--- src/rtl/rr_frame_arbiter.sv ---
// Round-robin arbiter granting one fixed-length resource frame at a time to NREQ requesters.
// Optional macro RR_FRAME_ARB_EARLY_RELEASE_EN ends a frame early once the holder drops its request.
module rr_frame_arbiter #(
   parameter int NREQ      = 4,
   parameter int FRAME_LEN = 4,
   parameter int IDW       = 2,
   parameter int PW        = 2
) (
   input  logic            clk,
   input  logic            reset,
   input  logic [NREQ-1:0] req,
   output logic [NREQ-1:0] grant,
   output logic [IDW-1:0]  grant_id,
   output logic [PW-1:0]   phase,
   output logic            busy,
   output logic            start,
   output logic            done
);

   typedef enum logic [1:0] {
      IDLE = 2'd0,
      RUN  = 2'd1
   } state_t;

   localparam logic [NREQ-1:0] ONE_HOT0   = {{(NREQ-1){1'b0}}, 1'b1};
   localparam logic [PW-1:0]   LAST_PHASE = PW'(FRAME_LEN - 1);
   localparam logic [IDW-1:0]  LAST_ID    = IDW'(NREQ - 1);

   state_t          state_r, state_s;
   logic [NREQ-1:0] grant_r, grant_s;
   logic [IDW-1:0]  grant_id_r, id_s;
   logic [PW-1:0]   phase_r, phase_s;
   logic [IDW-1:0]  ptr_r, ptr_s;
   logic [IDW-1:0]  win_s;
   logic [IDW-1:0]  win_next_s;
   logic            any_req_s;
   logic            last_s;

   // First set request bit found searching upward from p, wrapping modulo NREQ.
   function automatic logic [IDW-1:0] rr_pick(input logic [NREQ-1:0] r, input logic [IDW-1:0] p);
      logic [IDW-1:0] w;
      logic           found;
      int             idx;
      w     = {IDW{1'b0}};
      found = 1'b0;
      for (int i = 0; i < NREQ; i++) begin
         idx = (int'(p) + i) % NREQ;
         if (!found && r[idx]) begin
            w     = IDW'(idx);
            found = 1'b1;
         end
      end
      return w;
   endfunction

   assign any_req_s  = |req;
   assign win_s      = rr_pick(req, ptr_r);
   assign win_next_s = (win_s == LAST_ID) ? {IDW{1'b0}} : win_s + IDW'(1);

`ifdef RR_FRAME_ARB_EARLY_RELEASE_EN
   assign last_s = (phase_r == LAST_PHASE) | ~req[grant_id_r];
`else
   assign last_s = (phase_r == LAST_PHASE);
`endif

   assign busy     = (state_r == RUN);
   assign start    = (state_r == IDLE) & any_req_s;
   assign done     = busy & last_s;
   assign grant    = grant_r;
   assign grant_id = grant_id_r;
   assign phase    = phase_r;

   // Next-state: arbitrate from IDLE or at the final frame cycle, otherwise advance the phase.
   always_comb begin
      state_s = state_r;
      grant_s = grant_r;
      id_s    = grant_id_r;
      phase_s = phase_r;
      ptr_s   = ptr_r;
      case (state_r)
         IDLE, RUN: begin
            if ((state_r == IDLE) || done) begin
               if (any_req_s) begin
                  state_s = RUN;
                  grant_s = ONE_HOT0 << win_s;
                  id_s    = win_s;
                  phase_s = {PW{1'b0}};
                  ptr_s   = win_next_s;
               end else begin
                  state_s = IDLE;
                  grant_s = {NREQ{1'b0}};
                  id_s    = {IDW{1'b0}};
                  phase_s = {PW{1'b0}};
               end
            end else begin
               phase_s = phase_r + PW'(1);
            end
         end
         default: begin
            state_s = IDLE;
            grant_s = {NREQ{1'b0}};
            id_s    = {IDW{1'b0}};
            phase_s = {PW{1'b0}};
         end
      endcase
   end

   // State and output registers.
   always_ff @(posedge clk or posedge reset) begin
      if (reset) begin
         state_r    <= IDLE;
         grant_r    <= {NREQ{1'b0}};
         grant_id_r <= {IDW{1'b0}};
         phase_r    <= {PW{1'b0}};
         ptr_r      <= {IDW{1'b0}};
      end else begin
         state_r    <= state_s;
         grant_r    <= grant_s;
         grant_id_r <= id_s;
         phase_r    <= phase_s;
         ptr_r      <= ptr_s;
      end
   end

endmodule

--- config.mk ---
export PLATFORM = sky130hd
export DESIGN_NAME = rr_frame_arbiter
export DESIGN_NICKNAME = d
export VERILOG_FILES = /design/src/rtl/rr_frame_arbiter.sv
export SDC_FILE = /design/constraint.sdc
export NUM_CORES = 1
export LEC_CHECK = 0
export ABC_AREA = 1
export BUFFER_PORTS_ARGS = -buffer_cell sky130_fd_sc_hd__buf_2
export CAP_MARGIN = 30
export CORE_MARGIN = 4
export CORE_UTILIZATION = 30
export CTS_CLUSTER_DIAMETER = 120
export CTS_CLUSTER_SIZE = 14
export DETAILED_ROUTE_END_ITERATION = 12
export PLACE_DENSITY = 0.48
export REMOVE_ABC_BUFFERS = 1
export SETUP_SLACK_MARGIN = 0.15
export SLEW_MARGIN = 20
export SYNTH_ARGS = -nofsm -noshare
export SYNTH_HDL_FRONTEND = slang
export SYNTH_SLANG_ARGS = --single-unit
--- constraint.sdc ---
create_clock -name clk -period 3.2 [get_ports clk]
set_input_delay 0.16 -clock clk [delete_from_list [all_inputs] [get_ports clk]]
set_output_delay 0.16 -clock clk [all_outputs]
set_load 0.02 [all_outputs]
Word level (Yosys, flattened, before mapping)
Cells that the tools add are included.
Word-level totals
  output and inout bits: 11
  word-level logic and storage cells: 68
  input bits: 6
  register bits after elaboration: 12
Cells by class
  muxes and demuxes: 30
  equality and inequality tests: 4
  magnitude comparators: 4
  bitwise operators: 5
  reductions and logical operators: 14
  shift-type cells: 1
  add/sub/neg operators: 5
Operator list (count)
  two-way mux 2 bit: 12
  less-than comparator 3 x 4 -> 1 bit (second input constant): 3
  two-way mux 4 bit: 3
  two-way mux 1 bit: 11
  binary-select mux 1 bit (select 2 bit): 4
  OR reduction 2 bit: 4
  adder 2 x 1 -> 2 bit (second input constant): 3
  adder 2 bit (second input constant): 2
  == test 2 bit (second input constant): 2
  OR reduction 4 bit: 1
  left shift 1 x 2 -> 4 bit (first input constant): 1
  AND 1 bit (first input constant): 3
  logical AND 1 bit: 3
  zero test 1 bit: 3
  less-than comparator 2 x 3 -> 1 bit (second input constant): 1
  AND reduction 3 bit: 1
  AND 1 bit: 2
  == test 2 x 1 -> 1 bit (second input constant): 1
  zero test 2 bit: 1
  != test 2 bit (second input constant): 1
  logical OR 1 bit: 1

Longest topological paths before layout
Gate-level depths: netlist of run 1.
  word-level depth: 18
  gate-level depth with buffers: 14
  gate-level depth less buffers: 13

Least setup slack after synthesis of run 1
OpenSTA, ideal clock, no wires.
  path type: register -> register
  start: register ptr_r[0]
  end: register ptr_r[1]
  required time: 3.065 ns
  buffers on the path: 1
  arrival: 1.533 ns
  period minus slack after synthesis: 1.668 ns
  path slack: 1.532 ns
  cell stages (with the launch flop): 12
  setup time: 0.135 ns
  path through: dfrtp_1 buf_6 inv_6 nand2_1 and2_4 nor3_4 inv_1 nand2_2 nand2_2 ha_1 nand2_1 o21ai_0
On the way
  longest elaborated chain between the ends: 14
Ends and longest elaborated chain
  from (decl): line 33  | logic [IDW-1:0] ptr_r, ptr_s;
  from (signal assigned): line 115  | ptr_r <= {IDW{1'b0}};
  from (signal assigned): line 121  | ptr_r <= ptr_s;
  adder 2 x 1 -> 2 bit or binary-select mux 1 bit (select 2 bit) (tied branches): line 47, 48
  binary-select mux 1 bit (select 2 bit) or two-way mux 1 bit (tied branches): line 48  | if (!found && r[idx]) begin
  two-way mux 1 bit (implied by the code): line 48
  two-way mux 1 bit (implied by the code) or zero test 1 bit (tied branches): line 48
  logical AND 1 bit: line 48
  two-way mux 1 bit: line 48
  zero test 1 bit: line 48
  logical AND 1 bit: line 48
  two-way mux 1 bit: line 48
  zero test 1 bit: line 48
  logical AND 1 bit: line 48
  two-way mux 2 bit (*): line 48
  adder 2 x 1 -> 2 bit or == test 2 bit (tied branches): line 58  | assign win_next_s = (win_s == LAST_ID) ? {IDW{1'b0}} : win_s + IDW'(1);
  two-way mux 2 bit (*): line 58
  named net win_next_s[1]: line 35  | logic [IDW-1:0] win_next_s;
Mark *: on every way through the listed nets, which the timed path passes. The rest lies on a longest branch. The select of a mux whose other input is x is not followed.
A chain may end at the register's enable or synchronous reset.

Worst setup path in the final report of run 1
  start: register ptr_r[0]
  end: register grant_r[0], in the netlist grant[0]
On the way
  longest elaborated chain between the ends: 16
Ends and longest elaborated chain
  adder 2 x 1 -> 2 bit or binary-select mux 1 bit (select 2 bit) (tied branches): line 47, 48
  binary-select mux 1 bit (select 2 bit) or two-way mux 1 bit (tied branches): line 48
  two-way mux 1 bit (implied by the code): line 48
  two-way mux 1 bit (implied by the code) or zero test 1 bit (tied branches): line 48
  logical AND 1 bit: line 48
  two-way mux 1 bit: line 48
  zero test 1 bit: line 48
  logical AND 1 bit: line 48
  two-way mux 1 bit: line 48
  zero test 1 bit: line 48
  logical AND 1 bit: line 48
  two-way mux 2 bit (*): line 48
  left shift 1 x 2 -> 4 bit (*): line 85  | grant_s = ONE_HOT0 << win_s;
  two-way mux 4 bit (*): line 83  | if (any_req_s) begin
  two-way mux 4 bit (*): line 82  | if ((state_r == IDLE) || done) begin
  two-way mux 4 bit (*): line 80  | case (state_r)
  to (signal assigned): line 112  | grant_r <= {NREQ{1'b0}};
  to (signal assigned): line 118  | grant_r <= grant_s;
  to (decl): line 30  | logic [NREQ-1:0] grant_r, grant_s;
Mark *: on every way between the ends. The rest lies on a longest branch, timed or not. The select of a mux whose other input is x is not followed.

==> run_results.csv, run 1 <==
group,metric,value,unit
worst_setup_path,required,3.36,ns
worst_setup_path,endpoint_kind,"flip-flop",
final_layout,final_cell_area,913.4,µm²
synth,synthCells,97,
sta,period_minus_slack,1.917,ns
routing,wirelength,1.587,mm
sta,slew_viol_final,0,
clock_tree,cts_sinks,11,
worst_setup_path,reg2reg_slack,1.28,ns
synth,yosys.cell_count.top_type,"nand2_1",
flow_run,max_cap_viol_count,0,
sta,final-setup-viol-count,0,
pwr,powerDensity,1111,mW/mm²
worst_setup_path,cp_top_family,"simple AND/OR/NAND/NOR gates",
synth,synth_cell_type_count,19,
final_layout,layout.nets,129,
clock_tree,path_clk_slew,0.07,ns
floorplanning,fp.dieH,58.69,µm
place,hpwl,1.283,mm
routing,vias,653,
synth,synth_seq_cells,11,
hold_path,holdPathStages,3,
worst_setup_path,crit_buf_inv,2,
sta,clock_skew,0.001186,ns
routing,detail_route.wl_per_cell,10.80,µm
worst_setup_path,path_max_fanout,10,
synth,synth_top_cell_area_share,0.3571,
global_route,grt_max_degree,12,
worst_setup_path,path_cells,"inv_6 > nand2_1 > nand2_2 > nand2_4 > nand2_4 > nor3_4 > nand3_2 > nand2_2 > inv_1 > ha_1 > a22o_1",
synth,synth_area_leader_cell,"dfrtp_1",
clock_tree,clk_path_buf_depth,2,
sta,max_slew_margin,0.6965,
final_layout,multi_input_area,419.2,µm²
run_status,run_status,"complete, no violations",
floorplanning,die_w,58.69,µm
synth,ys_top_cells_by_count,"28 x nand2_1, 15 x inv_1, 11 x dfrtp_1",
clock_tree,cts_tree,"yes",
final_layout,n_fill_cell,267,
routing,drt_iter0_markers,14,
clock_tree,root_buffer,"clkbuf_4",
synth,synth-edff-count,0,
synth,synthTopCellsByArea,"dfrtp_1 36%, nand2_1 14%, ha_1 8.1%, inv_1 7.3%, nand2_2 6.5%",
place,gp_congestion,0.8530,
routing,post-route-drc-count,0,
synth,seq_area_frac_synth,0.3571,
routing,ant_nets,0,
worst_setup_path,cp.arrival,2.07,ns
floorplanning,ios,17,
place,placed_area,877.1,µm²
routing,vias_per_cell,4.442,
worst_setup_path,cp_num_cells,11,
global_route,grt_overflow,0,
floorplanning,initial_core_util,0.3140,
final_layout,area_delta_synth_final,18.51,%
final_layout,n_antenna_cell,0,
worst_setup_path,slowest_delay,0.59,ns
worst_setup_path,r2r_cells,11,
place,port_buffers,16,
sta,max_freq,521.6,MHz
synth,syn_avg_cell_area,7.946,µm²
worst_setup_path,crit_path_start_kind,"flip-flop",
final_layout,ff_latch_area,275.3,µm²
worst_setup_path,cp_slowest_cell,"dfrtp_1",
floorplanning,num_rows,18,
routing,dr.pass1.iters,5,
sta,final.period_utilization,0.5991,
global_route,grt_pass1_vias,622,
synth,synthArstFlopShare,1.000,
pwr,power,1.015,mW
pwr,ir_worst_vdd,0.4185,mV
global_route,antenna_found_initial,0,
synth,yosysWarnings,0,
clock_tree,clk_latency,0.26,ns
pwr,p_leak,0.5246,nW
sta,rsz0062_at_grt,"no",
global_route,grt_usage,0.1061,
sta,hold_viol,0,
clock_tree,cts_buffers,3,
floorplanning,die_area,0.003444,mm²
sta,worst_pin_slew,0.4515,ns
clock_tree,cts_max_level,1,
hold_path,worstHoldPathType,"in -> reg",
synth,syn-cell-area,770.7,µm²
global_route,grt_pass1_wl,2.808,mm
final_layout,final_layout_size_suffix_gt1_frac,0.3248,
worst_setup_path,path_class,"reg -> reg",
synth,synth_ff_type,"dfrtp_1",
floorplanning,core,0.002455,mm²
sta,tns,0,ns
[cells in the final DEF, fill, tap and decap left out]
master and n:
nand2_1 28, buf_2 16, inv_1 15, dfrtp_1 11, nand2_2 8, nor2_1 7
ha_1 5, a22o_1 4, nand3_1 4, clkbuf_4 3, o21ai_2 2, nand2_4 2
nand3_2 2, o21ai_0 2, nor2_2 1, nor4_2 1, inv_6 1, and2_4 1
nor3_4 1, nand4_1 1, clkbuf_1 1, dlygate4sd3_1 1
[logic make-up (layout without fill, tap and decap cells)]
| family | Yosys count | after routing | share of synthesized area |
|---|---|---|---|
| buffers and inverters | 17 | 37 | 0.09902 |
| AOI/OAI and AO/OA | 8 | 8 | 0.08117 |
| and+or+nand+nor | 56 | 56 | 0.3815 |
| DFF | 11 | 11 | 0.3571 |
| adders and majority gates | 5 | 5 | 0.08117 |
[what timing repair did]
action | CTS | global route
setup buffers | 0 | 0
hold endpoints to repair | 11 | 0
hold buffers | 1 | 0
gates resized for setup | 0 | 0
[worst min-delay path: stages]
cell and delay [ns]:
buf_2 0.09, nor4_2 0.06, nand2_1 0.05
[flip-flops by register name (all words and copies together) (netlist names)]
signal	cells
phase	2
ptr_r	2
state_r	1
grant_id	2
grant	4
[area by class of cell]
class	count	share of cell area
inverter	16	0.07123
clock buffer	4	0.02877
sequential	11	0.3014
tap	30	0.04110
timing repair buffer	17	0.09863
multi-input combinational	69	0.4589
[power breakdown]
group | switching, mW | internal (mW)
Sequential | 0.0566 | 0.198
Combinational | 0.426 | 0.239
Clock | 0.0460 | 0.0482
Total | 0.529 | 0.486
[metal layers]
layer,wire length [µm],GRT usage,vias up,part of all wire
li1,-,-,342,-
met3,50,0.006579,2,0.032
met4,23,0.06796,0,0.014
met2,770,0.1659,9,0.49
met5,0,0,-,0
met1,743,0.1417,300,0.47
[per-stage QoR]
stage	utilization	hold WS, ns	std cells	setup slack (ns)
after CTS	0.3721	0.1254	147	1.267
after global routing	0.3721	0.1506	147	1.064
after floorplan	-	0.01244	96	1.472
after detailed placement	0.3573	0.1950	142	1.285
final	0.3721	0.1336	147	1.283
after global placement	0.3573	0.1705	142	1.295
[path summary, 6_finish.rpt]
kind,from,end
min,req[3],state_r[0]
min reg2reg,phase[0],phase[0]
max,ptr_r[0],grant[0]
max in group asynchronous,reset,ptr_r[0]
min in group asynchronous,reset,grant_id[1]
max reg2reg,ptr_r[0],grant[0]
No activity file was read; power rests on OpenSTA's default activity.
==> run 2: changes to the inputs <==
--- a/config.mk
+++ b/config.mk
@@ -5,7 +5,7 @@
 export SDC_FILE = /design/constraint.sdc
 export NUM_CORES = 1
 export LEC_CHECK = 0
-export ABC_AREA = 1
+export ABC_AREA = 0
 export BUFFER_PORTS_ARGS = -buffer_cell sky130_fd_sc_hd__buf_2
 export CAP_MARGIN = 30
 export CORE_MARGIN = 4
@@ -13,7 +13,7 @@
 export CTS_CLUSTER_DIAMETER = 120
 export CTS_CLUSTER_SIZE = 14
 export DETAILED_ROUTE_END_ITERATION = 12
-export PLACE_DENSITY = 0.48
+export PLACE_DENSITY = 0.52
 export REMOVE_ABC_BUFFERS = 1
 export SETUP_SLACK_MARGIN = 0.15
 export SLEW_MARGIN = 20
==> constraint.sdc (replaced) <==
create_clock -name clk -period 1.76 [get_ports clk]
set_input_delay 0.088 -clock clk [delete_from_list [all_inputs] [get_ports clk]]
set_output_delay 0.088 -clock clk [all_outputs]
set_load 0.02 [all_outputs]
==> run 2 against run 1 <==
  * Die area shrank 22%
  * Critical path depth shrank 6
  * Largest power group unchanged
  * Register-to-register slack lost 1.1 ns
  * Total power grew 27%
  * Hold slack lost 0.051 ns
  * Fmax grew 21%
  * Final cell count shrank 34%
  * Count of clock-buffer cells in the layout is the same
  * Cell area shrank 18%
  * Sequential share of layout area grew 6.9 points
  * Core utilization grew 4.7 points
  * Combinational power grew 3.8%
  * Critical path type unchanged
==> run_results.csv, run 2 <==
group,metric,value,unit
place,port_buffers,16,
pwr,p_leak,0.3732,nW
worst_setup_path,cp_num_cells,5,
global_route,antenna_found_initial,0,
flow_run,max_cap_viol_count,0,
clock_tree,root_buffer,"clkbuf_4",
routing,detail_route.wl_per_cell,11.42,µm
synth,yosysWarnings,0,
worst_setup_path,crit_buf_inv,0,
sta,slew_viol_final,0,
synth,synth_compound_area_frac,0.1866,
routing,drt_iter0_markers,5,
worst_setup_path,cp.arrival,1.74,ns
pwr,combPwrFrac,0.535,
routing,vias_per_cell,4.515,
pwr,p_clk_frac,0.132,
floorplanning,ios,17,
synth,synth_ff_type,"dfrtp_1",
final_layout,multi_input_area,281.5,µm²
worst_setup_path,crit_path_start_kind,"flip-flop",
worst_setup_path,slowest_delay,0.41,ns
clock_tree,path_clk_slew,0.07,ns
floorplanning,core,0.001783,mm²
worst_setup_path,endpoint_kind,"flip-flop",
synth,synthXorXnorAreaFrac,0,
run_status,run_status,"complete, no violations",
worst_setup_path,path_class,"reg -> reg",
place,hpwl,861.7,µm
pwr,p_seq_frac,0.333,
global_route,grt_max_degree,12,
clock_tree,cts_sinks,11,
floorplanning,num_rows,15,
worst_setup_path,required,1.91,ns
floorplanning,die_w,51.85,µm
sta,rsz0062_at_grt,"yes",
final_layout,area_delta_synth_final,29.50,%
final_layout,layout_common_cells,"16 x buf_2, 10 x dfrtp_1, 5 x inv_1",
synth,synth_area_leader_cell,"dfrtp_1",
sta,max_slew_margin,0.7158,
global_route,grt_usage,0.09464,
floorplanning,initial_core_util,0.3235,
pwr,ir_worst_vdd,0.6168,mV
floorplanning,fp.dieH,51.85,µm
floorplanning,die_area,0.002688,mm²
synth,synth-simple-area-share,0.1432,
sta,worst_pin_slew,0.4259,ns
final_layout,n_fill_cell,176,
global_route,grt_pass1_wl,1.794,mm
clock_tree,cts_buffers,3,
synth,synth_top_cell_area_share,0.4772,
synth,synth_top_family_by_area,"compound AO/OA/AOI/OAI gates",
place,pre_cts_slack,0.03577,ns
global_route,grt_overflow,0,
routing,vias,438,
sta,clock_skew,0.006589,ns
sta,final-setup-viol-count,0,
hold_path,worstHoldPathType,"in -> reg",
synth,syn_avg_cell_area,11.77,µm²
synth,synth_seq_cells,11,
global_route,grt_pass1_vias,403,
pwr,power.share.switching,0.4033,
final_layout,ff_latch_area,276.5,µm²
sta,period_minus_slack,1.587,ns
routing,post-route-drc-count,0,
sta,holdWs,0.08226,ns
clock_tree,clk_path_buf_depth,2,
clock_tree,cts_max_level,1,
synth,synthArstFlopShare,1.000,
worst_setup_path,cp_top_family,"multiplexers",
sta,worst_slack,0.1732,ns
hold_path,holdPathStages,3,
synth,ys_top_cells_by_count,"11 x dfrtp_1, 5 x ha_1, 5 x inv_1",
synth,synthCells,49,
synth,syn-cell-area,576.8,µm²
clock_tree,clk_latency,0.26,ns
sta,final.period_utilization,0.9016,
final_layout,largest_reg_flops,4,
sta,hold_viol,0,
routing,dr.pass1.iters,2,
final_layout,final_layout_size_suffix_gt1_frac,0.4583,
final_layout,layout.cells.non_filler,97,
pwr,p_switching,521.4,µW
worst_setup_path,cp_slowest_cell,"dfrtp_2",
synth,synthMuxAreaShare,0.04338,
worst_setup_path,path_cells,"mux2i_1 > nor2_1 > a311oi_2 > ha_1 > mux2_4",
routing,ant_nets,0,
final_layout,final_common_cell,"buf_2",
synth,synth_fa_ha_area_frac,0.1085,
final_layout,n_antenna_cell,0,
synth,synth-edff-count,0,
clock_tree,cts_tree,"yes",
worst_setup_path,r2r_cells,5,
routing,wirelength,1.108,mm
synth,yosys.cell_count.top_type,"dfrtp_1",
synth,seq_area_frac_synth,0.4772,
sta,max_freq,630.2,MHz
pwr,p_int,771.5,µW
pwr,powerDensity,1731,mW/mm²
worst_setup_path,path_max_fanout,5,
final_layout,layout.nets,84,
synth,synth_cell_type_count,19,
place,gp_congestion,0.6483,
sta,tns,0,ns
place,dp.cells,91,
synth,synthTopCellsByArea,"dfrtp_1 48%, ha_1 11%, a22o_2 6.9%, nor4_4 3.7%, a21oi_1 3.5%",
[run 2: cell types whose count changed in the layout (fill, tap and decap cells not counted), moves of 3 or more]
cell,delta
nor2_1,-3
a21oi_1,+4
buf_4,+3
a22o_2,+4
nand2_1,-27
nand3_1,-4
nand2_2,-8
inv_1,-10
[run 2: per-stage QoR]
step | instance area, µm² | total power, mW | utilization
after floorplan | 571.8 | 0.8966 | -
after global placement | 698.2 | 1.112 | 0.3916
after detailed placement | 698.2 | 1.115 | 0.3916
after CTS | 738.2 | 1.300 | 0.4140
after global routing | 747.0 | 1.398 | 0.4189
final | 747.0 | 1.293 | 0.4189
[run 2: timing repair]
action | CTS | global route
resized for setup | 2 | 1
hold buffers | 1 | 0
hold endpoints to repair | 11 | 0
buffers inserted | 0 | 1
pin swaps | 1 | 2
endpoints found under the setup margin | 3 | 4
[run 2: power by group through the flow]
stage	logic, mW	registers, mW	clock network, mW
final	0.691	0.431	0.170
after global placement	0.677	0.435	0
after floorplan	0.370	0.527	0
after detailed placement	0.675	0.440	0
after global routing	0.760	0.444	0.194
after CTS	0.684	0.436	0.180
[run 2: layout make-up]
type / instances / share of cell area
Multi-Input combinational cell: 32 / 0.3769
Clock buffer: 4 / 0.03518
Timing Repair Buffer: 20 / 0.1508
Tap cell: 25 / 0.04188
Inverter: 5 / 0.02513
Sequential cell: 11 / 0.3702
[run 2: path summary, 6_finish.rpt]
| path | slack, ns | endpoint | from |
|---|---|---|---|
| setup / recovery | 0.17 | ptr_r[1] | ptr_r[1] |
| hold / removal | 0.08 | state_r[0] | req[3] |
| setup reg to reg | 0.17 | ptr_r[1] | ptr_r[1] |
| hold reg to reg | 0.46 | phase[0] | phase[0] |
| max in group asynchronous | 1.09 | ptr_r[1] | reset |
| min in group asynchronous | 0.35 | grant_id[1] | reset |
[run 2: cell families (layout without fill, tap and decap cells)]
| kind of cell | after synthesis | count (layout) |
|---|---|---|
| AOI/OAI and AO/OA | 13 | 13 |
| and+or+nand+nor | 12 | 12 |
| DFF | 11 | 11 |
| buffers and inverters | 6 | 29 |
| adders and majority gates | 5 | 5 |
| muxes | 2 | 2 |
[run 2: worst min-delay path: stages]
cell and delay [ns]:
buf_2 0.12, nor4_4 0.05, nand2_1 0.05
[run 2: routing by layer]
| metal | global-route usage | share of wire |
|---|---|---|
| met4 | 0.09170 | 0.024 |
| met3 | 0.02579 | 0.041 |
| met5 | 0 | 0 |
| met2 | 0.1297 | 0.48 |
| met1 | 0.1159 | 0.45 |
